File: config.mk
export PLATFORM = sky130hd
export DESIGN_NAME = barrett_arb_2539_flat
export DESIGN_NICKNAME = d
export VERILOG_FILES = /design/src/rtl/barrett_arb_2539_pkg.sv /design/src/rtl/barrett_arb_2539_if.sv /design/src/rtl/barrett_pipe_2539.sv /design/src/rtl/barrett_arb_2539.sv /design/src/flat_wrapper.sv
export SDC_FILE = /design/constraint.sdc
export NUM_CORES = 1
export LEC_CHECK = 0
export CAP_MARGIN = 20
export CORE_MARGIN = 10
export CORE_UTILIZATION = 30
export DETAILED_ROUTE_END_ITERATION = 16
export GPL_TIMING_DRIVEN = 0
export HOLD_SLACK_MARGIN = 0.12
export SLEW_MARGIN = 20
export SYNTH_ARGS = -nofsm -noshare
export SYNTH_HDL_FRONTEND = slang
export SYNTH_HIERARCHICAL = 1
export SYNTH_SLANG_ARGS = --single-unit
File: constraint.sdc
create_clock -name clk -period 10.2 [get_ports clk]
set_input_delay 2.04 -clock clk [delete_from_list [all_inputs] [get_ports clk]]
set_output_delay 2.04 -clock clk [all_outputs]
set_load 0.05 [all_outputs]
File: src/rtl/barrett_arb_2539_pkg.sv
// -----------------------------------------------------------------------------
// barrett_2539_pkg
// Shared constants and types for the modulo-2539 reduction service.
//   Q      : modulus 2539
//   MU, K  : Barrett constant floor(2^24 / Q) and the half-shift (2*K = 24)
//   Q_SQ   : Q*Q, the upper bound of the exact-reduction operand range
//   DIN_W  : operand width, DOUT_W : residue width, PROD_W : internal width
// -----------------------------------------------------------------------------
package barrett_2539_pkg;

    localparam int DIN_W  = 23;
    localparam int DOUT_W = 12;
    localparam int K      = 12;
    localparam int PROD_W = 24;

    localparam logic [11:0] Q    = 12'd2539;
    localparam logic [12:0] MU   = 13'd6607;
    localparam logic [22:0] Q_SQ = 23'd6446521;

    typedef logic [DIN_W-1:0]  operand_t;
    typedef logic [DOUT_W-1:0] residue_t;

endpackage

File: src/rtl/barrett_arb_2539_if.sv
// -----------------------------------------------------------------------------
// barrett_arb_2539_if
// Request/response bundle between the requesters plus downstream consumer
// (master side) and the reduction service (slave side).
//   req_valid [NREQ]      : per-requester operand valid
//   req_data  [NREQ*23]   : packed operands, requester i at [23*i +: 23]
//   req_ready [NREQ]      : per-requester accept, one-hot or zero
//   rsp_valid / rsp_ready : residue handshake
//   rsp_data  [12]        : residue 0..2538
//   rsp_id    [IDW]       : requester index of the residue
// -----------------------------------------------------------------------------
interface barrett_arb_2539_if
    import barrett_2539_pkg::*;
#(
    parameter int NREQ = 4,
    parameter int IDW  = $clog2(NREQ)
);

    logic [NREQ-1:0]       req_valid;
    logic [NREQ*DIN_W-1:0] req_data;
    logic [NREQ-1:0]       req_ready;
    logic                  rsp_valid;
    logic                  rsp_ready;
    residue_t              rsp_data;
    logic [IDW-1:0]        rsp_id;

    modport master (
        output req_valid, req_data, rsp_ready,
        input  req_ready, rsp_valid, rsp_data, rsp_id
    );

    modport slave (
        input  req_valid, req_data, rsp_ready,
        output req_ready, rsp_valid, rsp_data, rsp_id
    );

endinterface

File: src/rtl/barrett_pipe_2539.sv
// -----------------------------------------------------------------------------
// barrett_pipe_2539
// Three-stage Barrett reduction datapath (x mod 2539) with a valid bit and a
// requester-id sideband carried alongside each operand.
//   clk, rst_n : clock, asynchronous active-low reset
//   en         : global advance; when low every stage holds
//   in_valid, in_data, in_id    : operand entering S1
//   out_valid, out_data, out_id : S3 contents (residue, id)
// -----------------------------------------------------------------------------
module barrett_pipe_2539
    import barrett_2539_pkg::*;
#(
    parameter int IDW = 2
) (
    input  logic           clk,
    input  logic           rst_n,
    input  logic           en,
    input  logic           in_valid,
    input  operand_t       in_data,
    input  logic [IDW-1:0] in_id,
    output logic           out_valid,
    output residue_t       out_data,
    output logic [IDW-1:0] out_id
);

    localparam logic [PROD_W-1:0] Q_EXT = PROD_W'(Q);

    logic           v1, v2, v3;
    operand_t       op1, op2;
    logic [IDW-1:0] id1, id2, id3;
    logic [11:0]    t2;
    residue_t       res3;

    logic [PROD_W-1:0] prod;
    logic [11:0]       t_next;
    logic [PROD_W-1:0] tq, r0, r1, r2;
    residue_t          res_next;

    // Quotient estimate t = ((x >> K) * MU) >> K; it never exceeds floor(x/Q),
    // so the remainder below is never negative.
    always_comb begin
        prod   = PROD_W'(op1[DIN_W-1:K]) * PROD_W'(MU);
        t_next = 12'(prod >> K);
    end

    // Remainder estimate lies in [0, 3Q) for in-range operands, so two
    // conditional subtractions are enough to land in [0, Q).
    always_comb begin
        tq       = PROD_W'(t2) * Q_EXT;
        r0       = PROD_W'(op2) - tq;
        r1       = (r0 >= Q_EXT) ? (r0 - Q_EXT) : r0;
        r2       = (r1 >= Q_EXT) ? (r1 - Q_EXT) : r1;
        res_next = DOUT_W'(r2);
    end

    // All stages shift together; a stall freezes the whole pipe.
    always_ff @(posedge clk or negedge rst_n) begin
        if (!rst_n) begin
            v1   <= 1'b0;
            v2   <= 1'b0;
            v3   <= 1'b0;
            op1  <= '0;
            op2  <= '0;
            id1  <= '0;
            id2  <= '0;
            id3  <= '0;
            t2   <= '0;
            res3 <= '0;
        end else if (en) begin
            v1   <= in_valid;
            op1  <= in_data;
            id1  <= in_id;
            v2   <= v1;
            op2  <= op1;
            id2  <= id1;
            t2   <= t_next;
            v3   <= v2;
            id3  <= id2;
            res3 <= res_next;
        end
    end

    assign out_valid = v3;
    assign out_data  = res3;
    assign out_id    = id3;

endmodule

File: src/rtl/barrett_arb_2539.sv
// -----------------------------------------------------------------------------
// barrett_arb_2539
// Round-robin arbiter in front of a shared 3-stage modulo-2539 Barrett
// pipeline. Each residue returns with the index of the requester it came from.
//   clk, rst_n : clock, asynchronous active-low reset
//   bus        : barrett_arb_2539_if.slave (request and response streams)
//   err_range  : sticky flag, set when an accepted operand is >= 2539^2;
//                only present when BARRETT_ARB_RANGE_CHK_EN is defined
// -----------------------------------------------------------------------------
module barrett_arb_2539
    import barrett_2539_pkg::*;
#(
    parameter int NREQ = 4,
    parameter int IDW  = $clog2(NREQ)
) (
    input  logic                 clk,
    input  logic                 rst_n,
    barrett_arb_2539_if.slave    bus
`ifdef BARRETT_ARB_RANGE_CHK_EN
    ,
    output logic                 err_range
`endif
);

    logic           en;
    logic           accept;
    logic           found;
    logic [IDW-1:0] ptr;
    logic [IDW-1:0] g;
    logic [IDW-1:0] ptr_next;
    logic [IDW-1:0] idx;
    int             sum;
    int             nxt;
    operand_t       ops [NREQ];
    operand_t       op_sel;
    logic           v3;

    for (genvar gi = 0; gi < NREQ; gi++) begin : g_unpack
        assign ops[gi] = bus.req_data[gi*DIN_W +: DIN_W];
    end

    // Global stall: only a held, unconsumed S3 result blocks the pipe.
    assign en = !(v3 && !bus.rsp_ready);

    // First valid requester scanning from ptr upward, wrapping modulo NREQ.
    always_comb begin
        found = 1'b0;
        g     = '0;
        idx   = '0;
        sum   = 0;
        for (int i = 0; i < NREQ; i++) begin
            sum = int'(ptr) + i;
            if (sum >= NREQ) begin
                sum = sum - NREQ;
            end
            idx = IDW'(sum);
            if (!found && bus.req_valid[idx]) begin
                found = 1'b1;
                g     = idx;
            end
        end
    end

    // Ready is held low during reset even though the empty pipe has en = 1.
    assign accept        = found && en && rst_n;
    assign bus.req_ready = accept ? (NREQ'(1) << g) : '0;
    assign op_sel        = ops[g];

    always_comb begin
        nxt = int'(g) + 1;
        if (nxt >= NREQ) begin
            nxt = 0;
        end
        ptr_next = IDW'(nxt);
    end

    // Pointer moves past the winner only when its operand is actually taken.
    always_ff @(posedge clk or negedge rst_n) begin
        if (!rst_n) begin
            ptr <= '0;
        end else if (accept) begin
            ptr <= ptr_next;
        end
    end

`ifdef BARRETT_ARB_RANGE_CHK_EN
    // Out-of-range operands are still reduced; the flag only records them.
    always_ff @(posedge clk or negedge rst_n) begin
        if (!rst_n) begin
            err_range <= 1'b0;
        end else if (accept && (op_sel >= Q_SQ)) begin
            err_range <= 1'b1;
        end
    end
`endif

    barrett_pipe_2539 #(
        .IDW (IDW)
    ) u_pipe (
        .clk       (clk),
        .rst_n     (rst_n),
        .en        (en),
        .in_valid  (accept),
        .in_data   (op_sel),
        .in_id     (g),
        .out_valid (v3),
        .out_data  (bus.rsp_data),
        .out_id    (bus.rsp_id)
    );

    assign bus.rsp_valid = v3;

endmodule

File: src/flat_wrapper.sv
// flat-port wrapper written by rule: the top's interface ports become plain ports
module barrett_arb_2539_flat import barrett_2539_pkg::*;
#(
    parameter int NREQ = 4,
    parameter int IDW  = $clog2(NREQ)
)
  (clk, rst_n, bus_req_valid, bus_req_data, bus_rsp_ready, bus_req_ready, bus_rsp_valid, bus_rsp_data, bus_rsp_id);
  barrett_arb_2539_if #(.NREQ(NREQ), .IDW(IDW)) bus_i ();
  input  logic clk;
  input  logic rst_n;
  input wire logic [$bits(bus_i.req_valid)-1:0] bus_req_valid;
  input wire logic [$bits(bus_i.req_data)-1:0] bus_req_data;
  input wire logic [$bits(bus_i.rsp_ready)-1:0] bus_rsp_ready;
  output wire logic [$bits(bus_i.req_ready)-1:0] bus_req_ready;
  output wire logic [$bits(bus_i.rsp_valid)-1:0] bus_rsp_valid;
  output wire logic [$bits(bus_i.rsp_data)-1:0] bus_rsp_data;
  output wire logic [$bits(bus_i.rsp_id)-1:0] bus_rsp_id;
  assign bus_i.req_valid = bus_req_valid;
  assign bus_i.req_data = bus_req_data;
  assign bus_i.rsp_ready = bus_rsp_ready;
  assign bus_req_ready = bus_i.req_ready;
  assign bus_rsp_valid = bus_i.rsp_valid;
  assign bus_rsp_data = bus_i.rsp_data;
  assign bus_rsp_id = bus_i.rsp_id;
  barrett_arb_2539 #(.NREQ(NREQ), .IDW(IDW)) u_core (.clk(clk), .rst_n(rst_n), .bus(bus_i));
endmodule
==> results of run 1 <==
## cell type report
class | instances | area [µm²] | share of cell area, %
Sequential cell | 81 | 2030 | 14.2
Clock inverter | 7 | 81.3 | 0.568
Inverter | 266 | 998 | 6.98
Buffer | 42 | 283 | 1.98
Timing Repair Buffer | 118 | 1200 | 8.36
Multi-Input combinational cell | 899 | 8840 | 61.8
Tap cell | 525 | 657 | 4.59
Clock buffer | 9 | 225 | 1.57
## worst max-delay path: cells and delay by family, from the launching register on
family / cells / cell delay [ns]
xor+xnor: 1 / 0.35
simple gates: 7 / 1.15
buf+inv: 6 / 0.99
flops: 1 / 0.61
compound gates: 8 / 2.00
fa+ha+maj: 7 / 3.23
## flip-flops by register name, summed over array words and instances (netlist names)
signal,count
u_core/u_pipe/out_data,12
u_core/u_pipe/id2,2
u_core/u_pipe/out_id,2
u_core/ptr,2
u_core/u_pipe/op1,23
u_core/u_pipe/t2,12
u_core/u_pipe/id1,2
u_core/u_pipe/out_valid,1
u_core/u_pipe/v1,1
u_core/u_pipe/v2,1
u_core/u_pipe/op2,23
## worst max-delay path by stage
stage / slack (ns) / cells after the start / start / endpoint
5_1_grt: 1.23 / 29 / u_core/u_pipe/t2[4] / u_core/u_pipe/out_data[0]
3_5_place_dp: 1.86 / 29 / u_core/u_pipe/t2[4] / u_core/u_pipe/out_data[0]
3_3_place_gp: 0.81 / 6 / rst_n / bus_req_ready[1]
2_1_floorplan: 3.10 / 28 / u_core/u_pipe/t2[5] / u_core/u_pipe/out_data[3]
6_report: 1.80 / 29 / u_core/u_pipe/t2[4] / u_core/u_pipe/out_data[3]
4_1_cts: 1.79 / 29 / u_core/u_pipe/t2[4] / u_core/u_pipe/out_data[0]
## kinds of logic after synthesis
group	after synthesis	synth area share [%]
xor gates and xnor gates	42	3.09
adders and majority gates	292	37.4
AOI/OAI and AO/OA	230	13.6
and+or+nand+nor	227	9.43
DFF	81	16.7
muxes	108	9.25
buffers and inverters	308	10.5
## cells in the final DEF (no fill, tap or decap), types with 9 or more instances in the layout
master and count:
and2_1 10, xnor2_1 25, a21o_1 16, or3_1 10, o211ai_1 12, nand2_1 81, dfrtp_1 81, nand4_1 9
xor2_1 16, ha_1 173, nor2_1 38, buf_2 9, fa_1 119, clkbuf_16 9, nor3_1 18, clkbuf_1 17
clkdlybuf4s50_1 116, o21ai_0 56, mux2i_1 74, nand3_1 15, mux2_2 34, a31oi_1 13, o21a_1 15, inv_1 266
a21oi_1 44
## layer usage
layer / track usage [%] / vias to the layer above / wire length (µm)
met5: 0 / - / 0
li1: - / 4580 / -
met2: 23.2 / 168 / 15800
met3: 2.61 / 30 / 1360
met4: 3.04 / 0 / 550
met1: 16.0 / 4544 / 14000
## synthesized netlist by cell type, types with 9 or more instances
cell type and number:
inv_1 266, ha_1 173, fa_1 119, dfrtp_1 81, nand2_1 81, mux2i_1 74
o21ai_0 56, a21oi_1 44, nor2_1 38, mux2_2 34, xnor2_1 25, nor3_1 18
clkbuf_1 17, a21o_1 16, xor2_1 16, nand3_1 15, o21a_1 15, a31oi_1 13
o211ai_1 12, and2_1 10, or3_1 10, buf_2 9, nand4_1 9
## per-stage QoR
step | instances | hold slack, ns | setup slack, ns | instance area (µm²) | utilization, %
2_1_floorplan | 1288 | 0.449 | 3.10 | 12200 | -
3_3_place_gp | 1930 | 0.464 | 0.806 | 14000 | 35.0
3_5_place_dp | 1931 | 0.471 | 1.86 | 14000 | 35.1
4_1_cts | 1947 | 0.487 | 1.79 | 14300 | 35.9
5_1_grt | 1947 | 0.513 | 1.23 | 14300 | 35.9
6_report | 1947 | 0.483 | 1.80 | 14300 | 35.9
==> impl_metrics.ini, run 1 <==
[floorplan]
chipWidth_um = 221
die-height_um = 221
fp.dieArea_um2 = 49000
start_util_pct = 30.4
core_um2 = 39900
row_count = 73
io-pin-count = 118

[setup_path]
worstSetupPathType = reg2reg
arrival_ns = 8.66
crit_path_end_kind = register
r2r_cells = 29
startpoint_type = register
cp_slowest_cell = dfrtp_1
r2r-end = u_core/u_pipe/out_data[3]
cpPeakStageDelay_ns = 0.61
cp_common_cell = fa_1
worstPathMaxFanout = 10
r2r-start = u_core/u_pipe/t2[4]
required_ns = 10.47
rrSetupSlack_ns = 1.80

[timing]
finalHoldViolations = 0
period_minus_slack_ns = 8.40
max_slew_margin_pct = 38.2
fin_setup_tns_ns = 0
clock_skew_ns = 0.0162
slew_viol_final = 0
rsz0062_at_grt = false
post-route-period-util_pct = 82.3
fmax_mhz = 119
worst_pin_slew_ns = 0.927
setup_viol = 0

[clocking]
clock_sinks = 81
cts_buffer_depth = 2
cts_buffers = 9
clock-root-buffer = clkbuf_16
cts_tree = yes
clkTransAtPathRegs_ns = 0.07
cts_resized = 0
clkLatencyLatePin_ns = 0.37
htreeDepth = 3
hold_buffers = 0
cts_setup_buffers = 0

[yosys]
ys_seq_area_share_pct = 16.7
synth_fp_nets = 1679
synth_top_area_share_pct = 19.6
syn_inst = 1288
ys_ff_latch = 81
ys_types = 89
synth_top_area_cell = fa_1
ys_top_cells_by_area = fa_1, ha_1, dfrtp_1, inv_1, mux2i_1
synth_edf_count = 0
synth_area_um2 = 12200
yosysWarnings = 6
synth.avg_cell_area_um2 = 9.44
async_flop_share_pct = 100
synth_flop_cell = dfrtp_1

[route]
drtIter0Drc = 431
num_vias = 9322
wl_per_cell_um = 16.3
drtAntennaViolNets = 0
dr.pass1.iters = 6
viasPerCell = 4.79
routed_wl_um = 31700
drc = 0

[layout]
drive_gt1_share_pct = 7.31
area_growth_pct = 17.8
antenna_cells = 0
nets = 1808
fillers = 4028

[global_routing]
grt_pass1_wl_um = 53000
gr-total-overflow = 0
grt_pass1_vias = 10000
groute.usage.overall_pct = 13.1
grt_antenna_before_repair = 0
grt_max_degree = 58

[place]
io_buffers = 117
hpwl_um = 27100
gp_congestion = 0.879

[worst_hold_path]
hp-class = reg2reg
holdPathEnd = u_core/u_pipe/op2[11]
min_from = u_core/u_pipe/op1[11]
min_path_cells = 2

[outcome]
outcome = finished clean

[flow_run]
maxCapViolCount = 0
Power of run 1 is left out: the tool's default activity adds up to more than one toggle a clock period on the data nets, which glitch-free logic cannot reach.
==> run 2: changes to the inputs <==
==> constraint.sdc (replaced) <==
create_clock -name clk -period 8.23 [get_ports clk]
set_input_delay 1.646 -clock clk [delete_from_list [all_inputs] [get_ports clk]]
set_output_delay 1.646 -clock clk [all_outputs]
set_load 0.05 [all_outputs]
==> run 2 against run 1 <==
  * Sequential share of layout area down 0.13 points
  * Non-clock buffer count rose by 11
  * Flip-flop and latch count unchanged
  * Core utilization rose by 0.45 points
  * Global-route usage about the same
  * Critical path type unchanged
==> impl_metrics.ini, run 2 (synthesized netlist as in run 1, its figures left out) <==
[outcome]
outcome = finished clean

[floorplan]
start_util_pct = 30.4
io-pin-count = 118
fp.dieArea_um2 = 49000
die-height_um = 221
row_count = 73
chipWidth_um = 221
core_um2 = 39900

[clocking]
clock_sinks = 81
clkLatencyLatePin_ns = 0.37
cts_tree = yes
cts_buffer_depth = 2
cts_buffers = 9
htreeDepth = 3
clkTransAtPathRegs_ns = 0.07
clock-root-buffer = clkbuf_16

[worst_hold_path]
min_path_cells = 2
holdPathEnd = u_core/u_pipe/op2[11]
hp-class = reg2reg
min_from = u_core/u_pipe/op1[11]

[place]
gp_congestion = 0.879
hpwl_um = 27100
dp.cells = 1931
io_buffers = 117

[setup_path]
required_ns = 8.43
r2r_cells = 33
worstPathMaxFanout = 10
cpPeakStageDelay_ns = 0.54
arrival_ns = 7.97
worstSetupPathType = reg2reg
r2r-start = u_core/u_pipe/t2[8]
startpoint_type = register
critPathBufInv = 11
rrSetupSlack_ns = 0.46
critical-path-top-delay-family = adder cells
cp_common_cell = inv_1
crit_path_end_kind = register
r2r-end = u_core/u_pipe/out_data[0]
cp_slowest_cell = fa_1

[global_routing]
groute.usage.overall_pct = 13.1
grt_antenna_before_repair = 0
grt_pass1_wl_um = 53000
grt_pass1_vias = 10000
grt_max_degree = 58
gr-total-overflow = 0

[timing]
clock_skew_ns = 0.0154
rsz0062_at_grt = false
setup_viol = 0
finalHoldViolations = 0
slew_viol_final = 0
fmax_mhz = 129
post-route-period-util_pct = 94.4
period_minus_slack_ns = 7.77
max_slew_margin_pct = 38.5
worst_pin_slew_ns = 0.923

[route]
dr.pass1.iters = 7
viasPerCell = 4.76
drc = 0
wl_per_cell_um = 16.3
routed_wl_um = 31800
drtAntennaViolNets = 0
drtIter0Drc = 545
num_vias = 9326

[layout]
nets = 1819
stdcell_count = 1958
layout_commonest_cell = inv_1
area_growth_pct = 19.3
top_regs = u_core/u_pipe/op1 (23), u_core/u_pipe/op2 (23)
most-common-layout-cells = inv_1, ha_1, fa_1
drive_gt1_share_pct = 9.49
fillers = 4014
antenna_cells = 0

[flow_run]
maxCapViolCount = 0
==> run 2: worst max-delay path by stage <==
stage	startpoint	slack (ns)	end	cells after the start
final	u_core/u_pipe/t2[8]	0.46	u_core/u_pipe/out_data[0]	33
after global routing	u_core/u_pipe/t2[7]	0.02	u_core/u_pipe/out_data[0]	31
after CTS	u_core/u_pipe/t2[5]	0.08	u_core/u_pipe/out_data[0]	28
after detailed placement	u_core/u_pipe/t2[4]	-0.11	u_core/u_pipe/out_data[0]	29
after global placement	rst_n	-0.38	bus_req_ready[1]	6
after floorplan	u_core/u_pipe/t2[5]	1.13	u_core/u_pipe/out_data[3]	28
==> run 2: metal layers <==
metal / up-vias / track usage, % / wire, µm
li1: 4599 / - / -
met5: - / 0 / 0
met4: 0 / 3.04 / 517
met2: 150 / 23.2 / 15900
met1: 4549 / 16.1 / 14200
met3: 28 / 2.61 / 1270
==> run 2: layout make-up <==
type	count	area, µm²	area share (%)
Multi-Input combinational cell	899	8890	61.4
Sequential cell	81	2030	14.0
Timing Repair Buffer	131	1320	9.10
Inverter	266	1010	6.97
Tap cell	525	657	4.53
Buffer	40	275	1.90
Clock buffer	9	225	1.55
Clock inverter	7	81.3	0.561
==> run 2: timing repair <==
item,CTS,global route
setup buffers,0,13
hold buffers,0,0
pin swaps,0,3
resized for setup,4,16
setup endpoints to repair,8,10
==> run 2: worst reg2reg max path, delay by kind of cell (launching register included) <==
family	cells	cell delay [ns]
AOI/OAI and AO/OA	8	1.44
xor gates and xnor gates	1	0.22
adders and majority gates	7	2.81
buffers and inverters	11	1.44
DFF	1	0.47
and+or+nand+nor	6	1.23
==> run 2: stage by stage <==
stage | worst slack (ns) | hold slack, ns | setup TNS (ns) | instance area [µm²] | util [%]
finish | 0.460 | 0.481 | 0 | 14500 | 36.3
global route | 0.0173 | 0.513 | 0 | 14500 | 36.3
CTS | 0.0809 | 0.487 | 0 | 14300 | 35.9
detailed placement | -0.113 | 0.471 | -0.399 | 14000 | 35.1
global placement | -0.376 | 0.464 | -1.09 | 14000 | 35.0
floorplan | 1.13 | 0.449 | 0 | 12200 | -
Power of run 2 is left out for the same reason.
==> run 3: changes to the inputs <==
--- a/config.mk
+++ b/config.mk
@@ -5,7 +5,6 @@
 export SDC_FILE = /design/constraint.sdc
 export NUM_CORES = 1
 export LEC_CHECK = 0
-export CAP_MARGIN = 20
 export CORE_MARGIN = 10
 export CORE_UTILIZATION = 30
 export DETAILED_ROUTE_END_ITERATION = 16
==> constraint.sdc (replaced) <==
create_clock -name clk -period 7.9 [get_ports clk]
set_input_delay 1.58 -clock clk [delete_from_list [all_inputs] [get_ports clk]]
set_output_delay 1.58 -clock clk [all_outputs]
set_load 0.05 [all_outputs]
==> run 3 against run 2 <==
  * Clock skew hardly changed
  * Critical path type unchanged
  * Via count grew 1.2%
  * Global-route usage hardly changed
  * Highest routed layer unchanged
  * Non-clock buffer count up 15
  * Routed wire length rose by 1.2%
  * Maximum frequency rose by 2.4%
  * Core utilization increased by 0.59 points
  * Sequential share of layout area is 0.20 points lower
  * Final area rose by 1.6%
  * Count of clock-buffer cells in the layout stayed put
  * Die area unchanged
==> impl_metrics.ini, run 3 (synthesized netlist as in run 1, its figures left out) <==
[outcome]
outcome = finished clean

[route]
num_vias = 9438
viasPerCell = 4.78
drtIter0Drc = 507
wl_per_cell_um = 16.3
drtAntennaViolNets = 0
drc = 0
routed_wl_um = 32200
dr.pass1.iters = 7

[global_routing]
grt_max_degree = 58
grt_pass1_vias = 10100
grt_antenna_before_repair = 0
grt_pass1_wl_um = 53200
gr-total-overflow = 0
groute.usage.overall_pct = 13.2

[timing]
hold_slack_ns = 0.482
period_minus_slack_ns = 7.59
fin_setup_tns_ns = 0
setup_viol = 0
fmax_mhz = 132
post-route-period-util_pct = 96.0
finalHoldViolations = 0
clock_skew_ns = 0.0155
worst_pin_slew_ns = 0.928
max_slew_margin_pct = 38.1
slew_viol_final = 0

[layout]
most-common-layout-cells = inv_1, ha_1, fa_1
fillers = 3989
top_regs = u_core/u_pipe/op1 (23), u_core/u_pipe/op2 (23)
nets = 1834
antenna_cells = 0
area_growth_pct = 21.2
layout_commonest_cell = inv_1
drive_gt1_share_pct = 11.8

[clocking]
clkTransAtPathRegs_ns = 0.07
hold_buffers = 0
clock-root-buffer = clkbuf_16
cts_tree = yes
cts_buffers = 9
cts_buffer_depth = 2
htreeDepth = 3
clkLatencyLatePin_ns = 0.37
clock_sinks = 81

[floorplan]
start_util_pct = 30.4
die-height_um = 221
row_count = 73
chipWidth_um = 221
core_um2 = 39900
io-pin-count = 118
fp.dieArea_um2 = 49000

[setup_path]
critPathBufInv = 9
arrival_ns = 7.86
critical-path-top-delay-family = adder cells
crit_path_end_kind = register
cpPeakStageDelay_ns = 0.57
worstPathMaxFanout = 9
cp_slowest_cell = fa_1
required_ns = 8.17
worstSetupPathType = reg2reg
cp_common_cell = fa_1
startpoint_type = register

[place]
io_buffers = 117
hpwl_um = 27100
gp_congestion = 0.879

[flow_run]
maxCapViolCount = 0

[worst_hold_path]
hp-class = reg2reg
==> run 3: path summary, 6_finish.rpt <==
kind                            slack (ns)                   endpoint  cells past startpoint                  start
worst max-delay path                  0.31  u_core/u_pipe/out_data[3]                     30    u_core/u_pipe/t2[5]
worst min-delay path                  0.48      u_core/u_pipe/op2[11]                      2  u_core/u_pipe/op1[11]
worst min register to register        0.48      u_core/u_pipe/op2[11]                      2  u_core/u_pipe/op1[11]
max in group asynchronous             6.10        u_core/u_pipe/t2[9]                      2                  rst_n
min in group asynchronous             1.16  u_core/u_pipe/out_data[4]                      1                  rst_n
worst max register to register        0.31  u_core/u_pipe/out_data[3]                     30    u_core/u_pipe/t2[5]
==> run 3: worst min-delay path: stages, from the launching register on <==
cell and delay, ns:
dfrtp_1 0.34, nand2_1 0.05, o21ai_0 0.06
==> run 3: area by class of cell <==
cell class,instances,area [µm²],share of cell area [%]
buffer,39,284,1.93
clock buffer,9,225,1.53
clock inverter,7,81.3,0.552
inverter,266,1020,6.91
multi-input combinational,899,9000,61.1
sequential,81,2040,13.8
tap,525,657,4.46
timing repair buffer,147,1420,9.67
==> run 3: per-layer routing <==
layer,up-vias,routed length [µm],global-route usage (%)
met5,-,0,0
met4,0,574,3.15
met3,32,1190,2.62
met2,163,16100,23.2
met1,4611,14300,16.0
li1,4632,-,-
==> run 3: repair_timing <==
action,in CTS,in global routing
endpoints found under the setup margin,10,10
resized for setup,15,40
pin swaps,1,8
setup buffers,4,24
gates cloned,0,1
==> run 3: stage by stage <==
stage | util [%] | worst slack [ns] | cells | area, µm²
final | 36.9 | 0.313 | 1973 | 14700
after global routing | 36.9 | -0.0390 | 1973 | 14700
after CTS | 36.1 | 0.000259 | 1951 | 14400
after detailed placement | 35.1 | -0.443 | 1931 | 14000
after global placement | 35.0 | -0.574 | 1930 | 14000
after floorplan | - | 0.802 | 1288 | 12200
Power of run 3 is left out for the same reason.
